--- config.mk ---
export PLATFORM = sky130hd
export DESIGN_NAME = vector_issue_ctrl
export DESIGN_NICKNAME = d
export VERILOG_FILES = /design/src/rtl/vector_pkg.sv /design/src/rtl/lane_done_tracker.sv /design/src/rtl/vector_issue_ctrl.sv
export SDC_FILE = /design/constraint.sdc
export NUM_CORES = 1
export LEC_CHECK = 0
export CORE_MARGIN = 8
export CORE_UTILIZATION = 40
export CTS_CLUSTER_SIZE = 16
export DETAILED_ROUTE_END_ITERATION = 6
export PLACE_DENSITY = 0.87
export SLEW_MARGIN = 20
export SYNTH_ARGS = -nofsm -noshare
export SYNTH_HDL_FRONTEND = slang
export SYNTH_SLANG_ARGS = --single-unit
--- constraint.sdc ---
create_clock -name clk_i -period 2.1 [get_ports clk_i]
set_clock_uncertainty 0.15 [all_clocks]
set_input_delay 0.21 -clock clk_i [delete_from_list [all_inputs] [get_ports clk_i]]
set_output_delay 0.21 -clock clk_i [all_outputs]
set_load 0.005 [all_outputs]
--- src/rtl/vector_pkg.sv ---
// Shared encodings, state type and default widths for the vector issue front-end.
// Imported by the issue controller and its done tracker.
package vector_pkg;

   localparam int LANES_DEF = 4;
   localparam int VLEN_DEF  = 8;
   localparam int VDW_DEF   = 8;
   localparam int ELS_DEF   = 8;
   localparam int OP_W_DEF  = 4;

   typedef enum logic [3:0] {
      OP_ADD  = 4'b0000,
      OP_READ = 4'b1000,
      OP_FMA  = 4'b1111
   } op_e;

   // Opcode field view: write bit 3, scalar bit 2, alu field [1:0].
   typedef struct packed {
      logic       write;
      logic       scalar;
      logic [1:0] alu;
   } op_fields_t;

   typedef enum logic [1:0] {
      ST_IDLE,
      ST_ISSUE,
      ST_WAIT,
      ST_COMPLETE
   } state_e;

endpackage

--- src/rtl/lane_done_tracker.sv ---
// Sticky per-lane done mask; all_done_o folds in this cycle's done bits so the
// controller can move on the same cycle the last lane reports.
module lane_done_tracker
   import vector_pkg::*;
#(
   parameter int lanes_p = LANES_DEF
) (
   input  logic               clk_i,
   input  logic               reset_i,
   input  logic               clr_i,
   input  logic               en_i,
   input  logic [lanes_p-1:0] done_i,
   output logic               all_done_o
);

   logic [lanes_p-1:0] mask_q;
   logic [lanes_p-1:0] merged;

   assign merged     = mask_q | (en_i ? done_i : '0);
   assign all_done_o = en_i & (&merged);

   always_ff @(posedge clk_i) begin
      if (reset_i || clr_i) begin
         mask_q <= '0;
      end else if (en_i) begin
         mask_q <= merged;
      end
   end

endmodule

--- src/rtl/vector_issue_ctrl.sv ---
// Vector instruction front-end: accepts one instruction, broadcasts it to the lanes,
// gathers read beats and signals completion once every lane is done.
module vector_issue_ctrl
   import vector_pkg::*;
#(
   parameter int lanes_p    = LANES_DEF,
   parameter int vlen_p     = VLEN_DEF,
   parameter int vdw_p      = VDW_DEF,
   parameter int els_p      = ELS_DEF,
   parameter int op_width_p = OP_W_DEF
) (
   input  logic                       clk_i,
   input  logic                       reset_i,
   input  logic                       instr_v_i,
   output logic                       instr_ready_o,
   input  logic [op_width_p-1:0]      instr_op_i,
   input  logic [$clog2(els_p)-1:0]   instr_vd_i,
   input  logic [$clog2(els_p)-1:0]   instr_vs1_i,
   input  logic [$clog2(els_p)-1:0]   instr_vs2_i,
   input  logic [vdw_p-1:0]           instr_scalar_i,
   input  logic [vdw_p-1:0]           instr_w_data_i,
   output logic [op_width_p-1:0]      lane_op_o,
   output logic                       lane_start_o,
   output logic [vdw_p-1:0]           lane_scalar_o,
   output logic [vdw_p-1:0]           lane_w_data_o,
   output logic [$clog2(els_p)-1:0]   lane_vd_o,
   output logic [$clog2(els_p)-1:0]   lane_vs1_o,
   output logic [$clog2(els_p)-1:0]   lane_vs2_o,
   input  logic [lanes_p-1:0]         lane_done_i,
   input  logic [lanes_p-1:0]         lane_v_i,
   input  logic [lanes_p*vdw_p-1:0]   lane_r_data_i,
   output logic                       rd_v_o,
   output logic [lanes_p*vdw_p-1:0]   rd_data_o,
   output logic                       cmpl_v_o,
   output logic [op_width_p-1:0]      cmpl_op_o,
   output logic                       busy_o
);

   localparam int beats_lp  = vlen_p / lanes_p;
   localparam int beat_w_lp = $clog2(beats_lp + 1);

   state_e               state_q;
   logic [beat_w_lp-1:0] beat_cnt_q;
   logic                 all_done;
   logic                 lane_v_unused;

   // Lanes run in lockstep, so lane 0's valid alone qualifies a read beat.
   assign lane_v_unused = |lane_v_i[lanes_p-1:1];

   lane_done_tracker #(
      .lanes_p (lanes_p)
   ) u_done (
      .clk_i      (clk_i),
      .reset_i    (reset_i),
      .clr_i      (state_q == ST_COMPLETE),
      .en_i       (state_q == ST_WAIT),
      .done_i     (lane_done_i),
      .all_done_o (all_done)
   );

   // The lane_* outputs double as the instruction latch.
   always_ff @(posedge clk_i) begin
      if (reset_i) begin
         state_q       <= ST_IDLE;
         instr_ready_o <= 1'b1;
         busy_o        <= 1'b0;
         lane_start_o  <= 1'b0;
         lane_op_o     <= '0;
         lane_scalar_o <= '0;
         lane_w_data_o <= '0;
         lane_vd_o     <= '0;
         lane_vs1_o    <= '0;
         lane_vs2_o    <= '0;
         rd_v_o        <= 1'b0;
         rd_data_o     <= '0;
         cmpl_v_o      <= 1'b0;
         cmpl_op_o     <= '0;
         beat_cnt_q    <= '0;
      end else begin
         // NOTE: non-blocking assignments here so every register updates from pre-edge values.
         lane_start_o <= 1'b0;
         rd_v_o       <= 1'b0;
         cmpl_v_o     <= 1'b0;
         case (state_q)
            ST_IDLE: begin
               if (instr_v_i) begin
                  lane_op_o     <= instr_op_i;
                  lane_scalar_o <= instr_scalar_i;
                  lane_w_data_o <= instr_w_data_i;
                  lane_vd_o     <= instr_vd_i;
                  lane_vs1_o    <= instr_vs1_i;
                  lane_vs2_o    <= instr_vs2_i;
                  instr_ready_o <= 1'b0;
                  busy_o        <= 1'b1;
                  lane_start_o  <= 1'b1;
                  state_q       <= ST_ISSUE;
               end
            end
            ST_ISSUE: state_q <= ST_WAIT;
            ST_WAIT: begin
               if (lane_op_o == op_width_p'(OP_READ) && lane_v_i[0] &&
                   beat_cnt_q < beat_w_lp'(beats_lp)) begin
                  rd_data_o  <= lane_r_data_i;
                  rd_v_o     <= 1'b1;
                  beat_cnt_q <= beat_cnt_q + beat_w_lp'(1);
               end
               if (all_done) begin
                  cmpl_v_o  <= 1'b1;
                  cmpl_op_o <= lane_op_o;
                  state_q   <= ST_COMPLETE;
               end
            end
            ST_COMPLETE: begin
               lane_op_o     <= '0;
               lane_scalar_o <= '0;
               lane_w_data_o <= '0;
               lane_vd_o     <= '0;
               lane_vs1_o    <= '0;
               lane_vs2_o    <= '0;
               cmpl_op_o     <= '0;
               beat_cnt_q    <= '0;
               busy_o        <= 1'b0;
               instr_ready_o <= 1'b1;
               state_q       <= ST_IDLE;
            end
            default: state_q <= ST_IDLE;
         endcase
      end
   end

endmodule

**After elaboration in Yosys (flattened, before gate mapping)**

Cells that the tools add are included.

- $add $sub $neg: 1
- Order comparisons: 1
- Equal/unequal tests: 7
- Muxes and demuxes: 27
- Bitwise logic cells: 4
- Reduce and logical (&&, ||, !) cells: 14

Operators with widths:

| cell | number |
|---|---|
| case mux 8 bit (2 select lines) | 2 |
| case mux 3 bit (2 select lines) | 3 |
| two-way mux 8 bit | 2 |
| case mux 4 bit (2 select lines) | 2 |
| two-way mux 4 bit | 3 |
| AND reduction 2 bit | 5 |
| two-way mux 3 bit | 3 |
| case mux 2 bit (4 select lines) | 1 |
| two-way mux 2 bit | 3 |
| inequality test 2 bit (second input constant) | 3 |
| two-way mux 1 bit | 5 |
| == test 2 bit (second input constant) | 2 |
| == test 4 bit (second input constant) | 1 |
| bitwise OR 4 bit | 1 |
| case mux 1 bit (2 select lines) | 2 |
| case mux 2 bit (2 select lines) | 1 |
| AND reduction 4 bit | 1 |
| nonzero test 2 bit | 2 |
| OR reduction 2 bit | 2 |
| adder 2 x 1 -> 2 bit (second input constant) | 1 |
| == test 2 x 1 -> 1 bit (second input constant) | 1 |
| logical AND 1 bit | 2 |
| logical NOT 2 bit | 1 |
| < comparator 2 bit (second input constant) | 1 |
| other kinds (3) | 4 |

- Register bits: 78
- Output and inout port bits: 70
- Word-level logic and storage cells: 70

**Depth between registers and ports, before layout**

- Word-level depth: 7
- Depth in mapped cells: 7
- Gate-level depth less buffers: 5

**By module**

A second synthesis with hierarchy kept.

- Cell total of the unflattened synthesis: 334
- Area total of the unflattened synthesis: 3,099.2 um^2

Modules (own cells, without submodules):

| module | instances | cells an instance | area an instance (um^2) | seq. area each (um^2) |
|---|---|---|---|---|
| vector_issue_ctrl | 1 | 318 | 2,954.1 | 1,481.4 |
| lane_done_tracker | 1 | 16 | 145.1 | 80.1 |

**Worst setup path before layout**

OpenSTA, ideal clock, no wires.

- Kind: reg2reg
- From: register state_q[1]
- To: register cmpl_op_o[0]
- Library setup time: 62 ps
- Data arrival time: 1,497 ps
- Data required time: 1,888 ps
- Path slack: 390 ps
- Cell stages (with the launch flop): 6
- Buffers on the path: 1
- Clock period less this slack: 1,710 ps
- Cell sequence: dfxtp_1 ha_1 or2_0 buf_2 or4_1 nand3_1

- Elaborated cells between the ends (all ways): 10

RTL lines:

| what | RTL line | RTL |
|---|---|---|
| start, declared | vector_issue_ctrl.sv:42 | `state_e state_q;` |
| start signal, assigned | vector_issue_ctrl.sv:64 | `state_q <= ST_IDLE;` |
| start signal, assigned | vector_issue_ctrl.sv:96 | `state_q <= ST_ISSUE;` |
| start signal, assigned | vector_issue_ctrl.sv:99 | `ST_ISSUE: state_q <= ST_WAIT;` |
| == test 2 bit (*) | n/a |  |
| named net u_done.clr_i | lane_done_tracker.sv:10 | `input logic clr_i,` |
| nonzero test 2 bit (no line) | n/a |  |
| AND reduction 2 bit (no line) | n/a |  |
| end signal, assigned | vector_issue_ctrl.sv:109 | `cmpl_op_o <= lane_op_o;` |
| end, declared | vector_issue_ctrl.sv:35 | `output logic [op_width_p-1:0] cmpl_op_o,` |

The timed path passes the listed nets; every way through them passes the cells marked *.
A chain may end at the register's enable or synchronous reset.

**Worst setup path after layout**

- From: register lane_op_o[3]
- To: register rd_data_o[22]

- Cells in the longest elaborated chain, start to end: 4

RTL lines:

| what | RTL line | RTL |
|---|---|---|
| start, declared | vector_issue_ctrl.sv:22 | `output logic [op_width_p-1:0] lane_op_o,` |
| start signal, assigned | vector_issue_ctrl.sv:87 | `lane_op_o <= instr_op_i;` |
| == test 4 bit | vector_issue_ctrl.sv:101 | `if (lane_op_o == op_width_p'(OP_READ) && lane_v_i[0] &&` |
| logical AND 1 bit (2 in a row) | vector_issue_ctrl.sv:101 |  |
| AND reduction 2 bit (no line) | n/a |  |
| end signal, assigned | vector_issue_ctrl.sv:103 | `rd_data_o <= lane_r_data_i;` |
| end, declared | vector_issue_ctrl.sv:33 | `output logic [lanes_p*vdw_p-1:0] rd_data_o,` |

No other way between the ends.

==> flow_metrics.py <==
metrics = {
    "status": {
        "status": "completed",
    },
    "clock_network": {
        "cts_root_buf": "clkbuf_8",
        "ctsResizeCount": 0,
        "cts_tree": "built",
        "cts_buffers": 9,
        "clk_pin_slew_ns": 0.08,
        "htreeDepth": 3,
        "clock_sinks": 78,
        "clock_path_buffers": 2,
        "clock_latency_ns": 0.33,
    },
    "power_and_ir_drop": {
        "power_leakage_nw": 1.630,
        "switching_power_w": 0.001273,
        "combPwrFrac": 0.313,
        "power.share.sequential": 0.418,
        "intPower_w": 0.002858,
        "pwr_density_cell_nw_per_um2": 887.5,
        "ir_worst_vdd_uv": 645.2,
        "clkPwrFrac": 0.269,
        "swShare": 0.3081,
    },
    "synthesis": {
        "syn_nets": 405,
        "synth_cell_type_count": 36,
        "synth.cell_area_um2": 2935,
        "ys_ff_latch": 78,
        "seq_area_frac_synth": 0.5320,
        "syn_area_per_cell_um2": 8.895,
        "yosysWarningCount": 0,
        "async_flop_share": 0,
        "synth_edf_count": 0,
        "syn_inst": 330,
        "synth-main-ff-cell": "dfxtp_1",
    },
    "grt": {
        "grt_max_degree": 41,
        "grt.busiest_layer": "met2",
        "grt_remaining_overflow": 0,
        "grt.total_usage": 0.1730,
        "antenna_found_initial": 0,
        "grt_util_met3": 0.05842,
        "grt_pass1_wl_mm": 14.37,
        "grt_util_met1": 0.2033,
        "grt_pass1_vias": 2875,
        "use_met2": 0.2907,
    },
    "layout": {
        "antennaDiodeCount": 0,
        "synthToLayoutAreaGrowth_pct": 58.57,
        "nets": 537,
        "drive_above_1_share": 0.07066,
    },
    "worst_setup_path": {
        "critPathMaxFanout": 33,
        "reg2reg_to": "rd_data_o[22]",
        "ff2ff_setup_slack_ns": 0.26,
        "cp_slowest_cell": "or3b_2",
        "critPathKind": "reg2reg",
        "crit_path_end_kind": "flop",
        "cp-startpoint": "lane_op_o[3]",
        "worstPathCellList": "or3b_2, o21ai_0, a21oi_1",
        "endpoint": "rd_data_o[22]",
        "r2r_start": "lane_op_o[3]",
        "cpPeakStageDelay_ns": 0.74,
        "worstPathRequired_ns": 2.16,
        "worstPathArrival_ns": 1.90,
        "cp-start-kind": "flop",
        "reg2regPathDepth": 3,
    },
    "route": {
        "via_count": 2998,
        "drc": 0,
        "wl_mm": 9.334,
        "wire_per_inst_um": 16.49,
        "ant_nets": 0,
        "first_pass_iters": 4,
        "drtIter0Drc": 127,
        "vias_per_cell": 5.297,
    },
    "run": {
        "drv_cap": 0,
    },
    "worst_hold_path": {
        "min_from": "lane_r_data_i[6]",
        "hp-class": "in2reg",
        "whs_path_depth": 3,
    },
    "floorplanning": {
        "die_area_um2": 10340,
        "die_h_um": 101.7,
        "core_um2": 7176,
        "io_pins": 142,
        "placementRows": 31,
        "initial_core_util": 0.4091,
        "die_x_um": 101.7,
    },
    "sta": {
        "finalCriticalPeriod_ns": 1.845,
        "hold_viol_final": 0,
        "setup_ws_ns": 0.2553,
        "worst_pin_slew_ns": 0.5750,
        "final_max_slew_viol_count": 0,
        "setup_viol": 0,
        "finalCritPeriodShare": 0.8784,
        "grt_setup_unrepaired": "no",
        "fmax_ghz": 0.5421,
        "slew_headroom": 0.6167,
        "timing.setup.tns_ns": 0,
    },
    "place": {
        "portBuffers": 138,
        "pre_cts_slack_ns": 0.2465,
        "dp_hpwl_mm": 6.840,
        "gp_congestion": 0.7926,
    },
}
-- cell usage after synthesis, drive strengths merged (2+ instances only) --
master  number  area share
nor2        37       0.047
mux2i        2      0.0068
nand2        9       0.012
nor2b        3      0.0064
clkbuf      16       0.020
o221ai       2      0.0060
nand4        3      0.0064
o21ai       32       0.055
inv          2      0.0026
o211ai       5       0.013
o22ai        3      0.0064
nand3       36       0.061
ha           3       0.013
dfxtp       78        0.53
o22a         2      0.0060
a21oi       37       0.063
nor3b        2      0.0068
buf         14       0.023
a22oi       29       0.074
-- worst max-delay path: cells and delay by family, from the launching register on --
family | cells | cell delay (ns)
AND/OR/NAND/NOR | 1 | 0.74
flip-flops | 1 | 0.44
AO/OA/AOI/OAI | 2 | 0.38
-- sequential cells by signal, indices dropped and copies added (netlist names), 2 cells and up --
name           count
lane_op_o          4
lane_scalar_o      8
cmpl_op_o          4
rd_data_o         32
lane_vs1_o         3
lane_w_data_o      8
u_done.mask_q      4
lane_vs2_o         3
state_q            2
lane_vd_o          3
beat_cnt_q         2
-- stage by stage --
step	area [um2]	power, W	hold slack (ns)	utilization	cells
final	4654	0.004131	0.2841	0.6486	566
after global routing	4654	0.004370	0.2698	0.6486	566
after CTS	4654	0.004175	0.2735	0.6486	566
after detailed placement	4444	0.003061	0.3169	0.6194	549
after global placement	4444	0.003004	0.3099	0.6194	549
after floorplan	2935	0.002422	0.1827	-	330
-- cell type report --
| cell class | count | area, um2 |
|---|---|---|
| multi-input cells | 220 | 1272 |
| clock inverters | 5 | 58.81 |
| repair buffers | 151 | 1489 |
| fillers | 597 | 2521 |
| inverters | 2 | 7.507 |
| well taps | 99 | 123.9 |
| clock buffers | 11 | 141.4 |
| flip-flops and latches | 78 | 1562 |
-- layout by cell type, fill, tap and decap left out, types with 2 or more instances in the layout --
cell | synthesis | layout
o221ai_1 | 2 | 2
clkdlybuf4s50_1 | 0 | 137
nor2b_1 | 3 | 3
dfxtp_1 | 78 | 78
buf_4 | 0 | 11
clkbuf_8 | 0 | 10
a21oi_1 | 37 | 37
nand2_1 | 9 | 9
a22oi_1 | 29 | 29
ha_1 | 3 | 3
nand4_1 | 3 | 3
o211ai_1 | 5 | 5
nor2_1 | 37 | 37
o21ai_0 | 32 | 32
inv_1 | 2 | 2
o22ai_1 | 3 | 3
o22a_1 | 2 | 2
clkinvlp_4 | 0 | 2
nand3_1 | 36 | 36
-- per-layer routing --
metal,up-vias,share of wire
met2,133,0.49
met1,1406,0.40
met3,6,0.097
met4,0,0.0088
li1,1453,-
met5,-,0
-- kinds of logic after synthesis --
logic type               count (synthesis)  synth area share
AO/OA/AOI/OAI                          115            0.2357
multiplexers                             2          0.006820
buffers and inverters                   32           0.04604
flip-flops                              78            0.5320
AND/OR/NAND/NOR                        100            0.1667
adder cells (fa/ha/maj)                  3           0.01279
-- how the worst min path moves through the flow --
stage and endpoint:
2_1_floorplan lane_start_o, 3_3_place_gp rd_data_o[14], 3_5_place_dp rd_data_o[4], 4_1_cts rd_data_o[26], 5_1_grt rd_data_o[28], 6_report rd_data_o[6]
-- power groups by stage --
stage / Clock, W / Sequential [W] / Combinational (W)
finish: 0.00111 / 0.00173 / 0.00129
global route: 0.00121 / 0.00174 / 0.00141
CTS: 0.00114 / 0.00173 / 0.00131
detailed placement: 0 / 0.00176 / 0.00130
global placement: 0 / 0.00175 / 0.00125
floorplan: 0 / 0.00175 / 0.000667
-- repair_timing --
item | CTS | global route
setup endpoints to repair | 0 | 0
hold endpoints to repair | 2 | 0
setup buffers | 0 | 0
hold buffers | 1 | 0
Note: power is estimated with default switching activity, not from simulation.
